**src/rtl/pinctrl_pkg.sv**
```systemverilog
// Shared definitions for the pin controllers and the sample collector:
// register offsets, command codes, page field, FIFO word layout.
package pinctrl_pkg;

    // Register page field of the 19-bit word address
    localparam int unsigned PAGE_LSB = 8;
    localparam int unsigned PAGE_MSB = 15;

    // Pin-controller register offsets within its page
    localparam logic [7:0] PC_REG_CMD        = 8'd5;
    localparam logic [7:0] PC_REG_SAMPLE     = 8'd7;
    localparam logic [7:0] PC_REG_SAMPLE_CNT = 8'd8;
    localparam logic [7:0] PC_REG_STATUS     = 8'd9;

    // Pin-controller local command codes
    typedef enum logic [3:0] {
        CmdNop      = 4'd0,
        CmdReset    = 4'd1,
        CmdStart    = 4'd2,
        CmdStop     = 4'd3,
        CmdClearCnt = 4'd4
    } pc_cmd_e;

    // Collector register offsets within its page
    localparam logic [7:0] COL_REG_CTRL       = 8'd0;
    localparam logic [7:0] COL_REG_PIN_MASK   = 8'd1;
    localparam logic [7:0] COL_REG_FIFO_DATA  = 8'd2;
    localparam logic [7:0] COL_REG_FIFO_COUNT = 8'd3;
    localparam logic [7:0] COL_REG_STATUS     = 8'd4;

    localparam int unsigned CTRL_RUN_BIT   = 0;
    localparam int unsigned CTRL_CLEAR_BIT = 1;

    // FIFO word layout: {pin[3:0], cnt[10:0], sample_bit}
    localparam int unsigned FW_PIN_LSB = 12;
    localparam int unsigned FW_CNT_LSB = 1;
    localparam int unsigned FW_CNT_W   = 11;
    localparam int unsigned FW_SMP_BIT = 0;

    // Scan FSM states
    typedef enum logic [2:0] {
        ScanIdle,
        ScanSel,
        ScanRdCnt,
        ScanRdSmp,
        ScanPush
    } scan_state_e;

    // Build a tagged FIFO word from pin index, new counter value and sample bit
    function automatic logic [15:0] fifo_word(input logic [3:0] pin, input logic [15:0] cnt,
                                              input logic smp);
        logic [15:0] w;
        w = '0;
        w[FW_PIN_LSB +: 4]        = pin;
        w[FW_CNT_LSB +: FW_CNT_W] = cnt[FW_CNT_W-1:0];
        w[FW_SMP_BIT]             = smp;
        return w;
    endfunction

    // Word address of a pin-controller register (pin i lives at page i)
    function automatic logic [18:0] pc_reg_addr(input logic [3:0] pin, input logic [7:0] off);
        return {3'b000, 4'h0, pin, off};
    endfunction

endpackage

```
**src/rtl/sample_fifo.sv**
```systemverilog
// Synchronous FIFO with push, pop and clear. A push while full only lands when
// a pop happens in the same cycle; a pop while empty is ignored. Clear wins.
module sample_fifo #(
    parameter int unsigned DEPTH = 64,
    parameter int unsigned WIDTH = 16
) (
    input  logic                     clk,
    input  logic                     reset,
    input  logic                     push,
    input  logic                     pop,
    input  logic                     clear,
    input  logic [WIDTH-1:0]         wdata,
    output logic [WIDTH-1:0]         rdata,
    output logic [$clog2(DEPTH):0]   count,
    output logic                     full,
    output logic                     empty
);

    localparam int unsigned AW = (DEPTH > 1) ? $clog2(DEPTH) : 1;
    localparam int unsigned CW = $clog2(DEPTH) + 1;

    logic [WIDTH-1:0] mem [DEPTH];
    logic [AW-1:0]    wr_ptr;
    logic [AW-1:0]    rd_ptr;
    logic             do_push;
    logic             do_pop;

    assign empty   = (count == '0);
    assign full    = (count == CW'(DEPTH));
    assign do_pop  = pop & ~empty;
    assign do_push = push & (~full | do_pop);
    assign rdata   = mem[rd_ptr];

    // Pointer and occupancy bookkeeping
    always_ff @(posedge clk) begin
        if (reset || clear) begin
            wr_ptr <= '0;
            rd_ptr <= '0;
            count  <= '0;
        end else begin
            if (do_push) wr_ptr <= wr_ptr + AW'(1);
            if (do_pop)  rd_ptr <= rd_ptr + AW'(1);
            case ({do_push, do_pop})
                2'b10:   count <= count + CW'(1);
                2'b01:   count <= count - CW'(1);
                default: count <= count;
            endcase
        end
    end

    // Storage write; contents need no reset
    always_ff @(posedge clk) begin
        if (do_push && !clear && !reset) mem[wr_ptr] <= wdata;
    end

endmodule

```
**src/rtl/sample_collector.sv**
```systemverilog
// Sample collector: round-robin scans enabled pin controllers, pushes a tagged
// word into a FIFO whenever a pin's sample counter changed, and exposes the
// FIFO plus control/status on its own host register page.
module sample_collector
    import pinctrl_pkg::*;
#(
    parameter int unsigned NUM_PINS   = 16,
    parameter int unsigned FIFO_DEPTH = 64,
    parameter logic [7:0]  POSITION   = 8'hF0
) (
    input  logic        clk,
    input  logic        reset,
    input  logic        enable,
    input  logic [18:0] addr,
    input  logic        data_wr,
    input  logic        data_rd,
    input  logic [15:0] data_in,
    output logic [15:0] data_out,
    output logic [18:0] pc_addr,
    output logic        pc_rd,
    input  logic [15:0] pc_data
);

    localparam int unsigned CW = $clog2(FIFO_DEPTH) + 1;

    // Host side
    logic                sel;
    logic [7:0]          offset;
    logic                wr_ctrl;
    logic                wr_mask;
    logic                clear;
    logic                rd_fifo;
    logic                pop_fire;
    logic                run_q;
    logic [15:0]         mask_q;
    logic                overflow_q;
    logic                pop_pending_q;
    logic                unused_addr;

    // FIFO
    logic                push_req;
    logic [15:0]         fifo_rdata;
    logic [CW-1:0]       fifo_count;
    logic                fifo_full;
    logic                fifo_empty;

    // Scan
    scan_state_e         state_q;
    logic [3:0]          pin_q;
    logic [15:0]         cnt_q;
    logic                smp_q;
    logic [18:0]         pc_addr_q;
    logic                pc_rd_q;
    logic [15:0]         last_cnt_q [NUM_PINS];
    logic [NUM_PINS-1:0] mask_eff;
    logic                next_found;
    logic [3:0]          next_pin;

    assign unused_addr = ^addr[18:16];
    assign sel      = enable && (addr[PAGE_MSB:PAGE_LSB] == POSITION);
    assign offset   = addr[7:0];
    assign wr_ctrl  = sel && data_wr && (offset == COL_REG_CTRL);
    assign wr_mask  = sel && data_wr && (offset == COL_REG_PIN_MASK);
    assign clear    = wr_ctrl && data_in[CTRL_CLEAR_BIT];
    assign rd_fifo  = sel && data_rd && (offset == COL_REG_FIFO_DATA);
    // Pop is deferred until the strobe drops so data_out holds for the whole read
    assign pop_fire = pop_pending_q && !data_rd;
    assign push_req = (state_q == ScanPush);
    assign mask_eff = mask_q[NUM_PINS-1:0];
    assign pc_addr  = pc_addr_q;
    assign pc_rd    = pc_rd_q && !reset;

    // Host control registers, pop arming and sticky overflow
    always_ff @(posedge clk) begin
        if (reset) begin
            run_q         <= 1'b0;
            mask_q        <= '0;
            pop_pending_q <= 1'b0;
            overflow_q    <= 1'b0;
        end else begin
            if (wr_ctrl) run_q  <= data_in[CTRL_RUN_BIT];
            if (wr_mask) mask_q <= data_in;

            if (clear)                       pop_pending_q <= 1'b0;
            else if (pop_fire)               pop_pending_q <= 1'b0;
            else if (rd_fifo && !fifo_empty) pop_pending_q <= 1'b1;

            if (clear)                                   overflow_q <= 1'b0;
            else if (push_req && fifo_full && !pop_fire) overflow_q <= 1'b1;
        end
    end

    // Host read mux, combinational
    always_comb begin
        data_out = '0;
        if (sel) begin
            case (offset)
                COL_REG_CTRL:       data_out = {15'b0, run_q};
                COL_REG_PIN_MASK:   data_out = mask_q;
                COL_REG_FIFO_DATA:  data_out = fifo_empty ? 16'h0000 : fifo_rdata;
                COL_REG_FIFO_COUNT: data_out = 16'(fifo_count);
                COL_REG_STATUS:     data_out = {13'b0, overflow_q, fifo_full, fifo_empty};
                default:            data_out = '0;
            endcase
        end
    end

    // Next masked pin after the current one, wrapping; nearest candidate wins
    always_comb begin
        next_found = 1'b0;
        next_pin   = pin_q;
        for (int k = NUM_PINS; k >= 1; k--) begin
            int idx;
            idx = (int'(pin_q) + k) % NUM_PINS;
            if (mask_eff[idx]) begin
                next_found = 1'b1;
                next_pin   = 4'(idx);
            end
        end
    end

    // Scan FSM with registered bus outputs
    always_ff @(posedge clk) begin
        if (reset) begin
            state_q   <= ScanIdle;
            pin_q     <= 4'(NUM_PINS - 1);
            cnt_q     <= '0;
            smp_q     <= 1'b0;
            pc_addr_q <= '0;
            pc_rd_q   <= 1'b0;
            for (int i = 0; i < NUM_PINS; i++) last_cnt_q[i] <= '0;
        end else begin
            // last_cnt advances on PUSH whether or not the word fit
            if (clear) begin
                for (int i = 0; i < NUM_PINS; i++) last_cnt_q[i] <= '0;
            end else if (state_q == ScanPush) begin
                last_cnt_q[pin_q] <= cnt_q;
            end

            case (state_q)
                ScanIdle: begin
                    pc_rd_q <= 1'b0;
                    if (run_q && (|mask_eff)) state_q <= ScanSel;
                end
                ScanSel: begin
                    if (next_found) begin
                        pin_q     <= next_pin;
                        pc_addr_q <= pc_reg_addr(next_pin, PC_REG_SAMPLE_CNT);
                        pc_rd_q   <= 1'b1;
                        state_q   <= ScanRdCnt;
                    end else begin
                        state_q   <= ScanIdle;
                    end
                end
                ScanRdCnt: begin
                    if (pc_data != last_cnt_q[pin_q]) begin
                        cnt_q     <= pc_data;
                        pc_addr_q <= pc_reg_addr(pin_q, PC_REG_SAMPLE);
                        state_q   <= ScanRdSmp;
                    end else begin
                        pc_rd_q   <= 1'b0;
                        state_q   <= run_q ? ScanSel : ScanIdle;
                    end
                end
                ScanRdSmp: begin
                    smp_q   <= pc_data[0];
                    pc_rd_q <= 1'b0;
                    state_q <= ScanPush;
                end
                ScanPush: begin
                    state_q <= run_q ? ScanSel : ScanIdle;
                end
                default: begin
                    pc_rd_q <= 1'b0;
                    state_q <= ScanIdle;
                end
            endcase
        end
    end

    sample_fifo #(
        .DEPTH (FIFO_DEPTH),
        .WIDTH (16)
    ) u_fifo (
        .clk   (clk),
        .reset (reset),
        .push  (push_req),
        .pop   (pop_fire),
        .clear (clear),
        .wdata (fifo_word(pin_q, cnt_q, smp_q)),
        .rdata (fifo_rdata),
        .count (fifo_count),
        .full  (fifo_full),
        .empty (fifo_empty)
    );

endmodule

```
**config.mk**
```make
export PLATFORM = sky130hd
export DESIGN_NAME = sample_collector
export DESIGN_NICKNAME = d
export VERILOG_FILES = /design/src/rtl/pinctrl_pkg.sv /design/src/rtl/sample_fifo.sv /design/src/rtl/sample_collector.sv
export SDC_FILE = /design/constraint.sdc
export NUM_CORES = 2
export LEC_CHECK = 0
export ABC_AREA = 1
export BUFFER_PORTS_ARGS = -buffer_cell sky130_fd_sc_hd__buf_2
export CORE_ASPECT_RATIO = 1.25
export CORE_MARGIN = 5
export CORE_UTILIZATION = 49
export DETAILED_ROUTE_END_ITERATION = 6
export GPL_TIMING_DRIVEN = 0
export PLACE_DENSITY_LB_ADDON = 0.2
export SLEW_MARGIN = 20
export SYNTH_ARGS = -nofsm -noshare
export SYNTH_HDL_FRONTEND = slang
export SYNTH_HIERARCHICAL = 1
export SYNTH_SLANG_ARGS = --single-unit
```
**constraint.sdc**
```tcl
create_clock -name clk -period 4.5 [get_ports clk]
set_input_delay 0.45 -clock clk [delete_from_list [all_inputs] [get_ports clk]]
set_output_delay 0.45 -clock clk [all_outputs]
set_load 0.005 [all_outputs]
```
==> metrics.md <==
| Metric | Value |
|---|---|
| Post-Syn Area | 58600 sq um |
| Wirelength per Cell | 26.6 um |
| EDFF count, synth | about 1300 |
| Slowest CP cell | clkbuf_1 |
| CTS tree | yes |
| Vias | roughly 44000 |
| Total CTS buffers | 138 |
| Die Wd | 319 um |
| Main synth FF type | edfxtp_1 |
| H-tree Lvls | 4 |
| Max Clock Freq | 224 MHz |
| CP arrival | between 4000 and 5000 ps |
| Vias in the first global route | between 40000 and 50000 |
| Root Buffer Master | clkbuf_16 |
| Clock buffer depth | 3 |
| Finished Cell Area | roughly 67000 sq um |
| Slew at the pin closest to its max-slew limit | 1080 ps |
| WHS | 38.2 ps |
| Max cap viols | 0 |
| Slew Viols, Final | 0 |
| Max stage delay on crit path | 690 ps |
| FP Rows | 142 |
| Cell Pwr Density | between 300 and 400 nW/um^2 |
| First-pass GRT wire length | 283000 um |
| Most common cell after layout, fill and taps aside | nand2_1 |
| Initial DRC count | between 5000 and 6000 |
| Outcome | completed |
| Buffers added on ports | 77 |
| Yosys cell types | 50 |
| Hold Crit Class | input port to flip-flop |
| Syn Area/Cell | 10.8 sq um |
| Die height | between 300 and 400 um |
| Sequential area share after synthesis | 68.3% |
| Kind of critical path | flip-flop to primary output |
| Synthesized netlist cell count | ~5400 |
| Synth warn | 6 |
| Total gr overflow | 0 |
| Largest net degree at the start of global routing | 50 |
| Setup crit end kind | primary output |
| Fin. Hold Viols | 0 |
| CP Cell Sequence | clkbuf_1, clkbuf_1, nand2_1, nand3_1, nand3_1, nand2_1, nand2_1, a21oi_1, buf_2 |
| Initial antenna violation count | 4 |
| #FFs+latches synth | 1359 |
| Clock period minus worst slack | 4470 ps |
| Synth async-reset ratio | 0% |
| CTS clk-pin slew, worst paths | about 60 ps |
| Crit-path max FO | 10 |
| Worst setup margin | 26.9 ps |
| Skew-Pair Late Insertion Delay | 760 ps |
| Die area | about 130000 sq um |
| Area growth syn-to-layout | 14.2% |
| Post-DP HPWL | 135000 um |
| Fin Clk Skew | ~27 ps |
| IO Count | 92 |
| RD Place Congestion | 1.05 |
| Starting Density | a little under 50% |
| Clock sinks | 1359 |
| Area after DPL | 62400 sq um |
| Worst Path Required | between 4000 and 5000 ps |
| Final setup violating endpoints | 0 |
| Crit-path most repeated cell | nand2_1 |
| Peak VDD IR | 351 uV |
| Post-CTS setup buffer count | 0 |
| Element type at the critical path start | flip-flop |
| Filler Cell Count | 10033 |
| DP Worst Slack | 70.1 ps |
| Detail Route Antenna Nets | 0 |
| GRT Util Overall | a little under a third |
| Leakage | 24.3 nW |
| Core footprint | 119000 sq um |
| DRT Pass-1 Iters | 5 |
| Share of layout cells above drive strength 1 | 12.3% |
| RSZ-0062 raised after global routing | false |
| Residual DRC | 0 |
| Slew margin rel. | 28.1% |
| Most frequent cells in the layout | nand2_1 (1602), edfxtp_1 (1280), nand3_1 (958) |
| Final worst path period share | 99.4% |
| Vias per cell | 5.90 |
| Total wire length | 198000 um |
| Nets | 5839 |
==> cell usage after synthesis, types with 17 or more instances <==
| cell type | number | area, sq um |
|---|---|---|
| a21oi_1 | 74 | 370 |
| buf_2 | 166 | 831 |
| buf_4 | 40 | 300 |
| buf_6 | 46 | 518 |
| clkbuf_1 | 77 | 289 |
| clkinv_1 | 17 | 63.8 |
| dfxtp_1 | 79 | 1580 |
| edfxtp_1 | 1280 | 38400 |
| ha_1 | 21 | 263 |
| inv_1 | 129 | 484 |
| nand2_1 | 1602 | 6010 |
| nand2_2 | 20 | 125 |
| nand3_1 | 959 | 4800 |
| nor2_1 | 531 | 1990 |
| nor3_1 | 20 | 100 |
| o211ai_1 | 25 | 188 |
| o21ai_0 | 164 | 821 |
| o21ai_1 | 24 | 120 |
| o22ai_1 | 43 | 269 |
==> registers in the layout, indices dropped and copies added, names as in the netlist, named ones only <==
| register | cells |
|---|---|
| cnt_q | 16 |
| last_cnt_q | 256 |
| mask_eff | 16 |
| overflow_q | 1 |
| pc_addr | 6 |
| pc_rd_q | 1 |
| pin_q | 4 |
| pop_pending_q | 1 |
| run_q | 1 |
| smp_q | 1 |
| state_q | 3 |
| u_fifo/count | 7 |
| u_fifo/mem | 1024 |
| u_fifo/rd_ptr | 6 |
| u_fifo/wr_ptr | 6 |
==> timing repair <==
action | in CTS | in global routing
resized for setup | 4 | 11
hold endpoints to repair | 21 | 0
setup endpoints to repair | 3 | 4
hold buffers | 20 | 0
==> where the power goes <==
part | switching (mW) | leakage, nW | internal, mW | total [mW]
clock | 4.80 | 2.09 | 6.27 | 11.1
sequential | 0.0207 | 12.4 | 13.7 | 13.7
combinational | 0.141 | 9.82 | 0.0660 | 0.208
==> per-stage QoR <==
| stage | instances | TNS, ps | power (mW) | util [%] |
|---|---|---|---|---|
| global route | 7446 | 0 | 25.7 | 56.1 |
| floorplan | 5456 | 0 | 14.1 | - |
| CTS | 7446 | 0 | 25.1 | 56.1 |
| detailed placement | 7185 | 0 | 14.2 | 52.3 |
| finish | 7447 | 0 | 25.0 | 56.1 |
| global placement | 7117 | -719010 | 14.2 | 51.1 |
==> logic make-up after synthesis <==
kind of cell | count (synthesis) | share of synthesized area (%)
DFF | 1359 | 68.3
xor gates and xnor gates | 23 | 0.369
buffers and inverters | 503 | 4.45
AOI/OAI and AO/OA | 375 | 3.65
other | 1 | 0.00640
adders and majority gates | 22 | 0.482
and+or+nand+nor | 3163 | 22.8
==> worst max-delay path, delay by kind of cell, from the launching register on <==
family / cells / cell delay [ps]
buffers and inverters: 3 / 1440
AND/OR/NAND/NOR: 5 / 1190
flip-flops: 1 / 350
AO/OA/AOI/OAI: 1 / 290
==> routing by layer <==
metal	global-route usage [%]	vias up	wire length [um]
li1	-	19534	-
met1	38.0	21169	70200
met5	0	-	0
met4	18.7	0	14900
met2	50.0	2569	93900
met3	5.57	629	18900
==> layout make-up <==
type | count | area [sq um] | share of cell area, %
diodes | 1 | 2.50 | 0.00374
inverters | 158 | 598 | 0.893
well taps | 1584 | 1980 | 2.96
flip-flops and latches | 1359 | 40100 | 59.9
plain buffers | 345 | 2030 | 3.03
repair buffers | 165 | 1620 | 2.41
clock inverters | 73 | 589 | 0.880
multi-input cells | 3594 | 16400 | 24.4
clock buffers | 168 | 3680 | 5.50
==> path summary, 6_finish.rpt <==
path,startpoint,end,slack [ps],depth (start not counted)
min,data_in[4],mask_eff[4]$_SDFFE_PP0P_,40,3
max,flip-flop,data_out[14],30,9
max reg2reg,pin_q[1]$_SDFFE_PP1N_,pin_q[2]$_SDFFE_PP1N_,560,25
min reg2reg,overflow_q$_SDFFE_PP0P_,overflow_q$_SDFFE_PP0P_,490,2
(Power assumes the default switching activity.)
